<file path="config.mk">
export PLATFORM = sky130hd
export DESIGN_NAME = srt4_control_flat
export DESIGN_NICKNAME = d
export VERILOG_FILES = /design/src/rtl/srt4_pkg.sv /design/src/rtl/srt4_control_if.sv /design/src/rtl/srt4_digit_sel.sv /design/src/rtl/srt4_control.sv /design/src/flat_wrapper.sv
export SDC_FILE = /design/constraint.sdc
export NUM_CORES = 1
export LEC_CHECK = 0
export CELL_PAD_IN_SITES_DETAIL_PLACEMENT = 1
export CELL_PAD_IN_SITES_GLOBAL_PLACEMENT = 2
export CORE_UTILIZATION = 35
export DETAILED_ROUTE_END_ITERATION = 10
export GPL_ROUTABILITY_DRIVEN = 0
export GPL_TIMING_DRIVEN = 0
export PLACE_DENSITY_LB_ADDON = 0.15
export SYNTH_ARGS = -nofsm -noshare
export SYNTH_HDL_FRONTEND = slang
export SYNTH_SLANG_ARGS = --single-unit
</file>
<file path="constraint.sdc">
create_clock -name clk -period 4.2 [get_ports clk]
set_clock_uncertainty 0.05 [all_clocks]
set_input_delay 0.42 -clock clk [delete_from_list [all_inputs] [get_ports clk]]
set_output_delay 0.42 -clock clk [all_outputs]
set_load 0.01 [all_outputs]
</file>
<file path="src/rtl/srt4_pkg.sv">
// Shared types and constants for the radix-4 SRT divider control block.
// Optional divide-by-zero detection is enabled by defining SRT4_DIV0_DETECT_EN.
package srt4_pkg;

    typedef enum logic [3:0] {
        StIdle,
        StInit,
        StNorm,
        StShift,
        StAdd,
        StCorrect,
        StResult,
        StDenorm,
        StDone
    } state_t;

    localparam int unsigned CTRL_W = 15;

    localparam int unsigned C0  = 0;
    localparam int unsigned C1  = 1;
    localparam int unsigned C2  = 2;
    localparam int unsigned C3  = 3;
    localparam int unsigned C4  = 4;
    localparam int unsigned C5  = 5;
    localparam int unsigned C6  = 6;
    localparam int unsigned C7  = 7;
    localparam int unsigned C8  = 8;
    localparam int unsigned C9  = 9;
    localparam int unsigned C10 = 10;
    localparam int unsigned C11 = 11;
    localparam int unsigned C12 = 12;
    localparam int unsigned C13 = 13;
    localparam int unsigned C14 = 14;

    localparam logic [2:0] ITER_COUNT = 3'd4;
    localparam logic [2:0] NORM_MAX   = 3'd7;

    // Quotient digit in sign/magnitude form, magnitude 0..2.
    typedef struct packed {
        logic       neg;
        logic [1:0] mag;
    } digit_t;

endpackage

</file>
<file path="src/rtl/srt4_control_if.sv">
// Handshake and strobe bundle between the SRT4 control FSM and its datapath/driver.
interface srt4_control_if;
    import srt4_pkg::*;

    logic              start;
    logic              b_msb;
    logic              b_zero;
    logic [2:0]        p_top;
    logic [CTRL_W-1:0] ctrl;
    logic              busy;
    logic              done;
    logic              err;

    modport master (
        output start, b_msb, b_zero, p_top,
        input  ctrl, busy, done, err
    );

    modport slave (
        input  start, b_msb, b_zero, p_top,
        output ctrl, busy, done, err
    );

endinterface

</file>
<file path="src/rtl/srt4_digit_sel.sv">
// Radix-4 SRT quotient digit selection from the top three partial-remainder bits.
module srt4_digit_sel (
    input  logic [2:0] p_top,
    output logic       neg,
    output logic [1:0] mag
);

    always_comb begin
        neg = 1'b0;
        mag = 2'd0;
        case (p_top)
            3'b001: begin
                mag = 2'd1;
            end
            3'b010, 3'b011: begin
                mag = 2'd2;
            end
            3'b110: begin
                neg = 1'b1;
                mag = 2'd1;
            end
            3'b100, 3'b101: begin
                neg = 1'b1;
                mag = 2'd2;
            end
            default: begin
                neg = 1'b0;
                mag = 2'd0;
            end
        endcase
    end

endmodule

</file>
<file path="src/rtl/srt4_control.sv">
// Radix-4 SRT divider control FSM: normalise, four digit iterations, correct, denormalise.
// Define SRT4_DIV0_DETECT_EN to abort with err on a zero divisor during normalisation.
module srt4_control
    import srt4_pkg::*;
(
    input logic           clk,
    input logic           rst_n,
    srt4_control_if.slave bus
);

    state_t            state_q, state_d;
    logic [2:0]        iter_q, iter_d;
    logic [2:0]        norm_q, norm_d;
    digit_t            digit_q, digit_d;
    logic              err_q, err_d;
    logic [CTRL_W-1:0] ctrl_q, ctrl_d;
    logic              busy_q;
    logic              done_q;

    logic              sel_neg;
    logic [1:0]        sel_mag;
    logic              div0;

    srt4_digit_sel u_digit_sel (
        .p_top (bus.p_top),
        .neg   (sel_neg),
        .mag   (sel_mag)
    );

`ifdef SRT4_DIV0_DETECT_EN
    assign div0 = bus.b_zero;
`else
    // Without detection a zero divisor simply runs the full sequence.
    logic unused_b_zero;
    assign unused_b_zero = bus.b_zero;
    assign div0          = 1'b0;
`endif

    always_comb begin
        state_d = state_q;
        iter_d  = iter_q;
        norm_d  = norm_q;
        digit_d = digit_q;
        err_d   = err_q;
        ctrl_d  = '0;
        unique case (state_q)
            StIdle: begin
                if (bus.start) begin
                    state_d = StInit;
                    err_d   = 1'b0;
                    iter_d  = 3'd0;
                    norm_d  = 3'd0;
                end
            end
            StInit: begin
                ctrl_d[C0] = 1'b1;
                ctrl_d[C1] = 1'b1;
                state_d    = StNorm;
            end
            StNorm: begin
                if (div0) begin
                    err_d   = 1'b1;
                    state_d = StDone;
                end else if (!bus.b_msb && (norm_q < NORM_MAX)) begin
                    ctrl_d[C2] = 1'b1;
                    norm_d     = norm_q + 3'd1;
                end else begin
                    state_d = StShift;
                end
            end
            StShift: begin
                ctrl_d[C3] = 1'b1;
                unique case ({sel_neg, sel_mag})
                    3'b001:  ctrl_d[C4] = 1'b1;
                    3'b010:  ctrl_d[C7] = 1'b1;
                    3'b101:  ctrl_d[C5] = 1'b1;
                    3'b110:  ctrl_d[C6] = 1'b1;
                    default: ;
                endcase
                digit_d = '{neg: sel_neg, mag: sel_mag};
                if (iter_q < ITER_COUNT) begin
                    iter_d = iter_q + 3'd1;
                end
                if (sel_mag != 2'd0) begin
                    state_d = StAdd;
                end else if (iter_d == ITER_COUNT) begin
                    state_d = StCorrect;
                end else begin
                    state_d = StShift;
                end
            end
            StAdd: begin
                // Positive digit subtracts the divisor multiple, negative digit adds it.
                ctrl_d[C8]  = 1'b1;
                ctrl_d[C9]  = !digit_q.neg;
                ctrl_d[C10] = (digit_q.mag == 2'd2);
                state_d     = (iter_q == ITER_COUNT) ? StCorrect : StShift;
            end
            StCorrect: begin
                if (bus.p_top[2]) begin
                    ctrl_d[C8]  = 1'b1;
                    ctrl_d[C11] = 1'b1;
                    ctrl_d[C12] = 1'b1;
                end
                state_d = StResult;
            end
            StResult: begin
                ctrl_d[C13] = 1'b1;
                state_d     = (norm_q != 3'd0) ? StDenorm : StDone;
            end
            StDenorm: begin
                ctrl_d[C14] = 1'b1;
                if (norm_q != 3'd0) begin
                    norm_d = norm_q - 3'd1;
                end
                if (norm_q <= 3'd1) begin
                    state_d = StDone;
                end
            end
            StDone: begin
                state_d = StIdle;
            end
            default: begin
                state_d = StIdle;
            end
        endcase
    end

    always_ff @(posedge clk or negedge rst_n) begin
        if (!rst_n) begin
            state_q <= StIdle;
            iter_q  <= 3'd0;
            norm_q  <= 3'd0;
            digit_q <= '0;
            err_q   <= 1'b0;
            ctrl_q  <= '0;
            busy_q  <= 1'b0;
            done_q  <= 1'b0;
        end else begin
            state_q <= state_d;
            iter_q  <= iter_d;
            norm_q  <= norm_d;
            digit_q <= digit_d;
            err_q   <= err_d;
            ctrl_q  <= ctrl_d;
            busy_q  <= (state_d != StIdle);
            done_q  <= (state_q == StDone);
        end
    end

    assign bus.ctrl = ctrl_q;
    assign bus.busy = busy_q;
    assign bus.done = done_q;
    assign bus.err  = err_q;

endmodule

</file>
<file path="src/flat_wrapper.sv">
// flat-port wrapper written by rule: the top's interface ports become plain ports
module srt4_control_flat import srt4_pkg::*;
  (clk, rst_n, bus_start, bus_b_msb, bus_b_zero, bus_p_top, bus_ctrl, bus_busy, bus_done, bus_err);
  srt4_control_if bus_i ();
  input logic clk;
  input logic rst_n;
  input wire logic [$bits(bus_i.start)-1:0] bus_start;
  input wire logic [$bits(bus_i.b_msb)-1:0] bus_b_msb;
  input wire logic [$bits(bus_i.b_zero)-1:0] bus_b_zero;
  input wire logic [$bits(bus_i.p_top)-1:0] bus_p_top;
  output wire logic [$bits(bus_i.ctrl)-1:0] bus_ctrl;
  output wire logic [$bits(bus_i.busy)-1:0] bus_busy;
  output wire logic [$bits(bus_i.done)-1:0] bus_done;
  output wire logic [$bits(bus_i.err)-1:0] bus_err;
  assign bus_i.start = bus_start;
  assign bus_i.b_msb = bus_b_msb;
  assign bus_i.b_zero = bus_b_zero;
  assign bus_i.p_top = bus_p_top;
  assign bus_ctrl = bus_i.ctrl;
  assign bus_busy = bus_i.busy;
  assign bus_done = bus_i.done;
  assign bus_err = bus_i.err;
  srt4_control u_core (.clk(clk), .rst_n(rst_n), .bus(bus_i));
endmodule
</file>
==> results of run 1 <==
critical path, delay by kind of cell (launching register included):
family / cells / cell delay, ps
DFF: 1 / 420
AOI/OAI and AO/OA: 1 / 350
muxes: 1 / 330
and+or+nand+nor: 2 / 480
buffers and inverters: 1 / 200
layer usage:
| metal | part of all wire | wire length, um | GRT usage | up-vias |
|---|---|---|---|---|
| met5 | 0 | 0 | 0 | - |
| met4 | 0.020 | 64 | 0.06793 | 0 |
| met3 | 0.020 | 64 | 0.02778 | 6 |
| met2 | 0.48 | 1571 | 0.2806 | 20 |
| met1 | 0.48 | 1545 | 0.2187 | 536 |
| li1 | - | - | - | 529 |
placed cells by master, fill, tap and decap left out, types with 3 or more instances in the layout:
| cell type | Yosys | final |
|---|---|---|
| nor2b_1 | 5 | 5 |
| nor2_1 | 12 | 12 |
| nand3_1 | 4 | 4 |
| nor3_1 | 5 | 5 |
| dfrtp_1 | 28 | 28 |
| a21oi_1 | 5 | 5 |
| clkbuf_1 | 3 | 3 |
| buf_2 | 3 | 4 |
| clkbuf_8 | 0 | 3 |
| inv_1 | 6 | 6 |
| nand2b_1 | 3 | 3 |
| clkdlybuf4s50_1 | 0 | 21 |
| nor3b_1 | 3 | 3 |
| o21ai_0 | 6 | 6 |
| ha_1 | 6 | 6 |
| nand2_1 | 10 | 10 |
| buf_4 | 3 | 3 |
metrics by stage:
step                      utilization  cell area (um2)  hold WS [ps]  cells
after floorplan                     -             1421         74.41    137
after global routing           0.4688             1768         139.5    211
after global placement         0.4512             1702         391.7    207
final                          0.4688             1768         93.09    211
after CTS                      0.4701             1773         280.5    211
after detailed placement       0.4512             1702         407.8    207
state kept, by name, summed over array words and instances, names as in the netlist:
register and cells:
u_core.bus.ctrl 13, u_core.state_q 4, u_core.digit_q 3, u_core.iter_q 3
u_core.norm_q 3, u_core.bus.busy 1, u_core.bus.done 1
layout make-up:
cell class	count	area (um2)
clock buffer	3	41.29
clock inverter	1	30.03
timing repair buffer	22	215.2
multi-input combinational	92	626.9
buffer	11	71.32
tap	48	60.06
sequential	28	700.7
inverter	6	22.52
fill	426	2003
logic make-up after synthesis:
kind of cell,synth area share
adder cells (fa/ha/maj),0.05282
XOR/XNOR,0.006163
AO/OA/AOI/OAI,0.1329
other,0.002638
buffers and inverters,0.06601
flip-flops,0.4930
AND/OR/NAND/NOR,0.2289
multiplexers,0.01760
worst max path at each step:
| stage | startpoint | end | slack [ps] | cells after the start |
|---|---|---|---|---|
| 6_report | u_core.state_q[3] | u_core.norm_q[1] | 2270 | 5 |
| 5_1_grt | u_core.state_q[3] | u_core.norm_q[1] | 2140 | 5 |
| 4_1_cts | u_core.state_q[3] | u_core.norm_q[1] | 2280 | 5 |
| 3_5_place_dp | bus_p_top[1] | u_core.state_q[1] | 2000 | 5 |
| 3_3_place_gp | bus_p_top[1] | u_core.state_q[2] | 2040 | 5 |
| 2_1_floorplan | u_core.state_q[0] | u_core.norm_q[1] | 2500 | 5 |
power groups by stage:
| stage | Combinational [mW] | Sequential, mW | Clock [mW] |
|---|---|---|---|
| 2_1_floorplan | 0.356 | 0.411 | 0 |
| 3_3_place_gp | 0.524 | 0.406 | 0 |
| 3_5_place_dp | 0.537 | 0.411 | 0 |
| 4_1_cts | 0.544 | 0.406 | 0.223 |
| 5_1_grt | 0.596 | 0.418 | 0.233 |
| 6_report | 0.540 | 0.406 | 0.216 |
==> run_results.csv, run 1 <==
group,metric,value,unit
status,status,"complete, no violations",
clock_tree,cts_tree,"yes",
timing,slew_headroom,0.5806,
synth,yosysTopAreaCell,"dfrtp_1",
synth,synth_top_area_frac,0.4930,
setup_path,reg2reg_slack,2270,ps
setup_path,path_class,"reg -> reg",
floorplan,die_w,65.73,um
power,ir_drop,0.1897,mV
synth,synth-seq-cells,28,
setup_path,start_kind,"flop",
setup_path,crit_slowest_cell,"dfrtp_1",
detailed_routing,drt_first_iter_violations,24,
timing,tns,0,ps
power,switching_share,0.3744,
clock_tree,ctsResizeCount,0,
timing,period_needed,1926,ps
floorplan,start_util,0.3769,
flow_run,max-cap-violations,0,
clock_tree,clock-sinks,28,
power,p_int,0.7270,mW
detailed_routing,drtPass1Iterations,4,
power,p_total,1.162,mW
global_route,antenna_found_initial,0,
floorplan,die_y,65.73,um
synth,yosys_warnings,0,
clock_tree,insertion_delay,280,ps
power,combPwrFrac,0.464,
setup_path,cp.arrival,2050,ps
timing,drv_slew,0,
setup_path,path_cells,"buf_2, nor4b_2, nor2_1, a211oi_2, mux2_4",
clock_tree,cts_inserted_buffers,3,
floorplan,coreArea,3771,um2
timing,setup_viol,0,
clock_tree,path_clk_slew,100,ps
detailed_routing,post_drt_wl_per_cell,15.38,um
power,power.density,657.3,nW/um2
synth,synthTopCellsByCount,"dfrtp_1 (28), nor2_1 (12), nand2_1 (10)",
synth,synthFlopType,"dfrtp_1",
setup_path,r2r-end,"u_core.norm_q[1]",
timing,hold_viol_final,0,
synth,synth.most_common_cell,"dfrtp_1",
synth,async_flop_share,1.000,
power,power_frac_clock,0.186,
worst_hold_path,min_path_type,"in -> async",
clock_tree,cts_setup_buffers,0,
detailed_routing,vias,1091,
floorplan,rows,22,
placement,dpl.hpwl,2351,um
layout,nets,178,
clock_tree,cts.hold.buffers_added,0,
detailed_routing,drt-total-wl,3246,um
detailed_routing,drt.antenna.violating_nets,0,
detailed_routing,drt-vias-per-instance,5.171,
layout,drive_gt1_frac,0.1288,
detailed_routing,drc,0,
clock_tree,clock-root-buffer,"clkbuf_8",
timing,rsz0062_at_grt,"no",
placement,place_ws,1997,ps
global_route,grt_usage,0.1699,
synth,syn_area_per_cell,10.37,um2
synth,synth_area,1421,um2
timing,fmax,519.2,MHz
synth,synth_edf_count,0,
power,leakage,0.7970,nW
global_route,grt_first_pass_wirelength,5526,um
floorplan,die_area,4320,um2
clock_tree,cts.htree.levels,1,
power,seqPwrFrac,0.350,
synth,ys_top_cells_by_area,"dfrtp_1 (49%), ha_1 (5.3%), nor2_1 (3.2%)",
synth,seq_area_frac_synth,0.4930,
synth,syn_nets,151,
setup_path,end_kind,"flop",
floorplan,ios,26,
global_route,grt_max_degree,29,
timing,setup_ws,2274,ps
placement,port_buffers,22,
synth,syn_inst,137,
setup_path,slowest_delay,420,ps
setup_path,path_max_fanout,10,
timing,finalCritPeriodShare,0.4586,
power,p_sw,0.4351,mW
global_route,grt_overflow,0,
setup_path,r2r_cells,5,
setup_path,required,4330,ps
clock_tree,cts_max_path_buffers,2,
synth,synth.distinct_cells,43,
global_route,grt_pass1_vias,1159,
timing,worstMarginPinSlew,629.1,ps
layout,syn_to_final_growth,24.38,%
layout,diodes,0,
setup_path,timing.rr.start,"u_core.state_q[3]",
(Power assumes the default switching activity.)
==> run 2: changes to the inputs <==
Settings changed: CORE_UTILIZATION 35 to 29.
Clock period 4.2 ns to 1.7 ns, I/O delays scaled along.
==> run 2 against run 1 <==
The flow now finishes with violations (setup timing). Core utilization shrank 5.1 points. Final area grew 12%. Via count grew 4.7%. Sequential power grew 150%.
==> run_results.csv, run 2 (synthesized netlist as in run 1, its figures left out) <==
group,metric,value,unit
clock_tree,path_clk_slew,100,ps
status,violations,"setup timing",
layout,largest_reg_flops,13,
power,leakage,0.8722,nW
timing,drv_slew,0,
timing,setup_ws,-20.60,ps
clock_tree,cts_max_path_buffers,2,
setup_path,start_kind,"flop",
flow_run,max-cap-violations,0,
detailed_routing,post_drt_wl_per_cell,14.55,um
power,ir_drop,0.5217,mV
layout,layout_commonest_cell,"dfrtp_1",
status,status,"complete, but fails checks",
floorplan,start_util,0.3009,
detailed_routing,vias,1142,
layout,multi_input_area,704.4,um2
global_route,grt_usage,0.1499,
floorplan,coreArea,4723,um2
setup_path,cp.arrival,1840,ps
timing,hold_viol_final,0,
clock_tree,clock-root-buffer,"clkbuf_8",
floorplan,ios,26,
timing,fmax,581.2,MHz
layout,seqCellArea,701.9,um2
clock_tree,cts_tree,"yes",
placement,dpl.hpwl,2437,um
power,switching_share,0.3743,
layout,postLayoutCoreUtil,0.4177,
power,power.density,1626,nW/um2
timing,finalCritPeriodShare,1.012,
worst_hold_path,min_path_type,"in -> reg",
layout,drive_gt1_frac,0.2529,
detailed_routing,drc,0,
floorplan,die_y,72.01,um
timing,whs,41.22,ps
global_route,grt_overflow,0,
setup_path,path_class,"reg -> reg",
floorplan,die_w,72.01,um
power,combPwrFrac,0.519,
setup_path,end_kind,"flop",
layout,instances_no_fill,241,
detailed_routing,drt_first_iter_violations,35,
floorplan,rows,25,
clock_tree,cts_inserted_buffers,3,
placement,dpl_cell_area,1725,um2
global_route,grt_first_pass_wirelength,5878,um
power,power_frac_clock,0.168,
layout,nets,189,
layout,mostFrequentLayoutCells,"dfrtp_1 (27), clkdlybuf4s50_1 (21), buf_4 (14)",
timing,worstMarginPinSlew,683.1,ps
clock_tree,clock-sinks,28,
global_route,grt_pass1_vias,1191,
detailed_routing,drtPass1Iterations,4,
timing,slew_headroom,0.5446,
power,p_sw,1.201,mW
timing,period_needed,1721,ps
floorplan,die_area,5185,um2
power,seqPwrFrac,0.314,
detailed_routing,drt-total-wl,3506,um
detailed_routing,drt-vias-per-instance,4.739,
power,p_int,2.007,mW
clock_tree,cts.htree.levels,1,
layout,syn_to_final_growth,38.82,%
layout,final_area,1973,um2
timing,rsz0062_at_grt,"yes",
setup_path,required,1820,ps
layout,diodes,0,
layout,nFillCells,515,
global_route,grt_max_degree,29,
placement,dpl.cell_count,226,
power,p_total,3.208,mW
timing,setup_viol,1,
detailed_routing,drt.antenna.violating_nets,0,
global_route,antenna_found_initial,0,
setup_path,path_max_fanout,9,
placement,port_buffers,22,
clock_tree,insertion_delay,280,ps
==> run 2: cell types whose count changed in the layout (fill, tap and decap cells not counted), sizes merged <==
cell / before / now
buf: 9 / 19
dlygate4sd3: 0 / 1
==> run 2: cell type report <==
class	count	share of cell area
buffer	11	0.04502
clock buffer	3	0.02093
clock inverter	1	0.01522
inverter	6	0.01141
multi-input combinational	92	0.3570
sequential	28	0.3557
tap	67	0.04249
timing repair buffer	33	0.1522
==> run 2: per-layer routing <==
metal | share of wire | up-vias | GRT usage
met2 | 0.47 | 24 | 0.2296
met5 | 0 | - | 0
met4 | 0.019 | 0 | 0.05882
met3 | 0.024 | 6 | 0.02083
met1 | 0.48 | 565 | 0.2148
li1 | - | 547 | -
==> run 2: final timing paths <==
kind / startpoint / to / slack (ps) / cells after the start
min in group asynchronous: rst_n / u_core.bus.ctrl[13] / 410 / 2
max in group asynchronous: rst_n / u_core.norm_q[0] / 710 / 2
min: bus_p_top[2] / u_core.bus.ctrl[4] / 40 / 2
min reg2reg: u_core.digit_q[2] / u_core.bus.ctrl[9] / 410 / 1
max: u_core.state_q[0] / u_core.norm_q[1] / -20 / 5
max reg2reg: u_core.state_q[0] / u_core.norm_q[1] / -20 / 5
==> run 2: timing repair <==
action	4_1_cts	5_1_grt
hold endpoints to repair	0	28
pin swaps	6	3
setup buffers	8	2
endpoints found under the setup margin	6	7
gates resized for setup	9	16
hold buffers	0	1
==> run 2: per-stage QoR <==
stage                     setup WS [ps]  setup TNS (ps)
after floorplan                   23.27               0
after global placement           -237.5           -3216
after detailed placement         -251.3           -5593
after CTS                        -40.64          -40.64
after global routing             -82.66          -205.0
final                            -20.60          -20.60
==> run 2: worst max-delay path, stage by stage, from the launching register on <==
cell and delay (ps):
dfrtp_1 390, buf_6 150, or4b_4 510, nor2_4 150, a211oi_4 60, mux2_4 300
==> run 2: power by group through the flow <==
stage	Combinational [mW]	Sequential (mW)	Clock, mW
3_5_place_dp	1.33	1.02	0
3_3_place_gp	1.31	1.00	0
2_1_floorplan	0.878	1.01	0
5_1_grt	1.83	1.03	0.581
6_report	1.66	1.01	0.538
4_1_cts	1.51	0.995	0.551
==> run 3: changes to the inputs <==
Settings changed: HOLD_SLACK_MARGIN set to 0.05.
==> run 3 against run 2 <==
The flow still finishes with violations (setup timing). Sequential share of layout area fell by 0.18 points. Critical path depth unchanged. Register-to-register slack hardly changed. Count of clock-buffer cells in the layout did not move. Clock power about the same. Fmax is essentially flat. Wire length grew 0.37%. Setup slack better by 0.53 ps. First-iteration DRC count up 37%. Core utilization grew 0.21 points. Flip-flop and latch count stayed put. Combinational power barely moved. Critical path type unchanged. Largest cell class unchanged.
==> run_results.csv, run 3 (synthesized netlist as in run 1, its figures left out) <==
group,metric,value,unit
status,status,"complete, but fails checks",
status,violations,"setup timing",
layout,nFillCells,514,
floorplan,start_util,0.3009,
setup_path,start_kind,"flop",
setup_path,cp.arrival,1840,ps
timing,worstMarginPinSlew,670.1,ps
clock_tree,cts_inserted_buffers,3,
power,p_sw,1.201,mW
setup_path,slowest_delay,510,ps
flow_run,max-cap-violations,0,
global_route,grt_pass1_vias,1199,
global_route,grt_first_pass_wirelength,5954,um
setup_path,required,1820,ps
floorplan,die_y,72.01,um
detailed_routing,post_drt_wl_per_cell,14.54,um
detailed_routing,drt-total-wl,3519,um
floorplan,ios,26,
layout,postLayoutCoreUtil,0.4199,
timing,setup_ws,-20.07,ps
detailed_routing,drt-vias-per-instance,4.715,
global_route,grt_max_degree,29,
floorplan,die_w,72.01,um
layout,drive_gt1_frac,0.2514,
layout,nets,190,
floorplan,coreArea,4723,um2
power,switching_share,0.3741,
timing,setup_viol,1,
detailed_routing,met1_length,1709,um
global_route,grt_usage,0.1520,
timing,slew_headroom,0.5533,
layout,layout_commonest_cell,"dfrtp_1",
global_route,antenna_found_initial,0,
layout,mostFrequentLayoutCells,"dfrtp_1 (27), clkdlybuf4s50_1 (21), buf_4 (14)",
power,combPwrFrac,0.519,
global_route,grt_overflow,0,
layout,syn_to_final_growth,39.52,%
detailed_routing,met2WireLength,1659,um
layout,seqCellArea,701.9,um2
timing,finalCritPeriodShare,1.012,
floorplan,rows,25,
clock_tree,clock-root-buffer,"clkbuf_8",
power,ir_drop,0.5217,mV
detailed_routing,top_layer_used,"met4",
setup_path,path_class,"reg -> reg",
clock_tree,insertion_delay,280,ps
floorplan,die_area,5185,um2
clock_tree,cts_tree,"yes",
power,p_int,2.009,mW
power,power.density,1619,nW/um2
clock_tree,cts_max_path_buffers,2,
timing,period_needed,1720,ps
worst_hold_path,min_path_type,"in -> reg",
power,seqPwrFrac,0.313,
layout,largest_reg_flops,13,
setup_path,path_max_fanout,9,
clock_tree,cts.htree.levels,1,
timing,fmax,581.4,MHz
detailed_routing,drt_first_iter_violations,48,
detailed_routing,drt.antenna.violating_nets,0,
clock_tree,clock-sinks,28,
timing,hold_viol_final,0,
power,leakage,0.8764,nW
setup_path,path_cells,"buf_6, or4b_4, nor2_4, a211oi_4, mux2_4",
layout,multi_input_area,704.4,um2
power,power_frac_clock,0.168,
timing,tns,-20.07,ps
detailed_routing,drtPass1Iterations,4,
detailed_routing,vias,1141,
detailed_routing,dr_wl_met3,85,um
layout,diodes,0,
power,p_total,3.210,mW
timing,whs,77.00,ps
placement,port_buffers,22,
placement,dpl.hpwl,2437,um
timing,rsz0062_at_grt,"yes",
detailed_routing,drc,0,
setup_path,crit_slowest_cell,"or4b_4",
clock_tree,path_clk_slew,100,ps
timing,drv_slew,0,
setup_path,end_kind,"flop",
[run 3: metal layers]
metal,GRT usage,up-vias
met4,0.05882,0
li1,-,549
met2,0.2306,24
met3,0.02083,6
met1,0.2201,562
met5,0,-
[run 3: through the flow]
step	area (um2)	std cells	setup slack [ps]
2_1_floorplan	1421	137	23.27
3_3_place_gp	1725	226	-237.5
3_5_place_dp	1725	226	-251.3
4_1_cts	1897	239	-40.64
5_1_grt	1983	242	-82.66
6_report	1983	242	-20.07
[run 3: worst paths after layout]
| check | start | to | slack, ps | cells past startpoint |
|---|---|---|---|---|
| min in group asynchronous | rst_n | u_core.bus.ctrl[13] | 400 | 2 |
| min reg2reg | u_core.digit_q[2] | u_core.bus.ctrl[9] | 410 | 1 |
| min | bus_p_top[2] | u_core.bus.ctrl[12] | 80 | 3 |
| max in group asynchronous | rst_n | u_core.norm_q[0] | 720 | 2 |
| max | u_core.state_q[0] | u_core.norm_q[1] | -20 | 5 |
| max reg2reg | u_core.state_q[0] | u_core.norm_q[1] | -20 | 5 |
[run 3: layout make-up]
type / instances / area share
Buffer: 11 / 0.04479
Clock buffer: 3 / 0.02082
Clock inverter: 1 / 0.01514
Inverter: 6 / 0.01136
Multi-Input combinational cell: 92 / 0.3552
Sequential cell: 28 / 0.3539
Tap cell: 67 / 0.04227
Timing Repair Buffer: 34 / 0.1565
[run 3: what timing repair did]
action                                  CTS  global route
endpoints found under the setup margin    6             7
resized for setup                         9            16
setup buffers                             8             2
endpoints found under the hold margin     2            28
hold buffers                              1             1
pin swaps                                 6             3
[run 3: power groups by stage]
stage | clock network [mW] | logic [mW] | registers (mW)
final | 0.539 | 1.67 | 1.01
after global routing | 0.581 | 1.83 | 1.03
after global placement | 0 | 1.31 | 1.00
after detailed placement | 0 | 1.33 | 1.02
after floorplan | 0 | 0.878 | 1.01
after CTS | 0.551 | 1.51 | 0.995
[run 3: critical path, delay by kind of cell (launching register included)]
family                 cells  cell delay, ps
multiplexers               1             300
AND/OR/NAND/NOR            2             660
buffers and inverters      1             140
flip-flops                 1             390
AO/OA/AOI/OAI              1              60
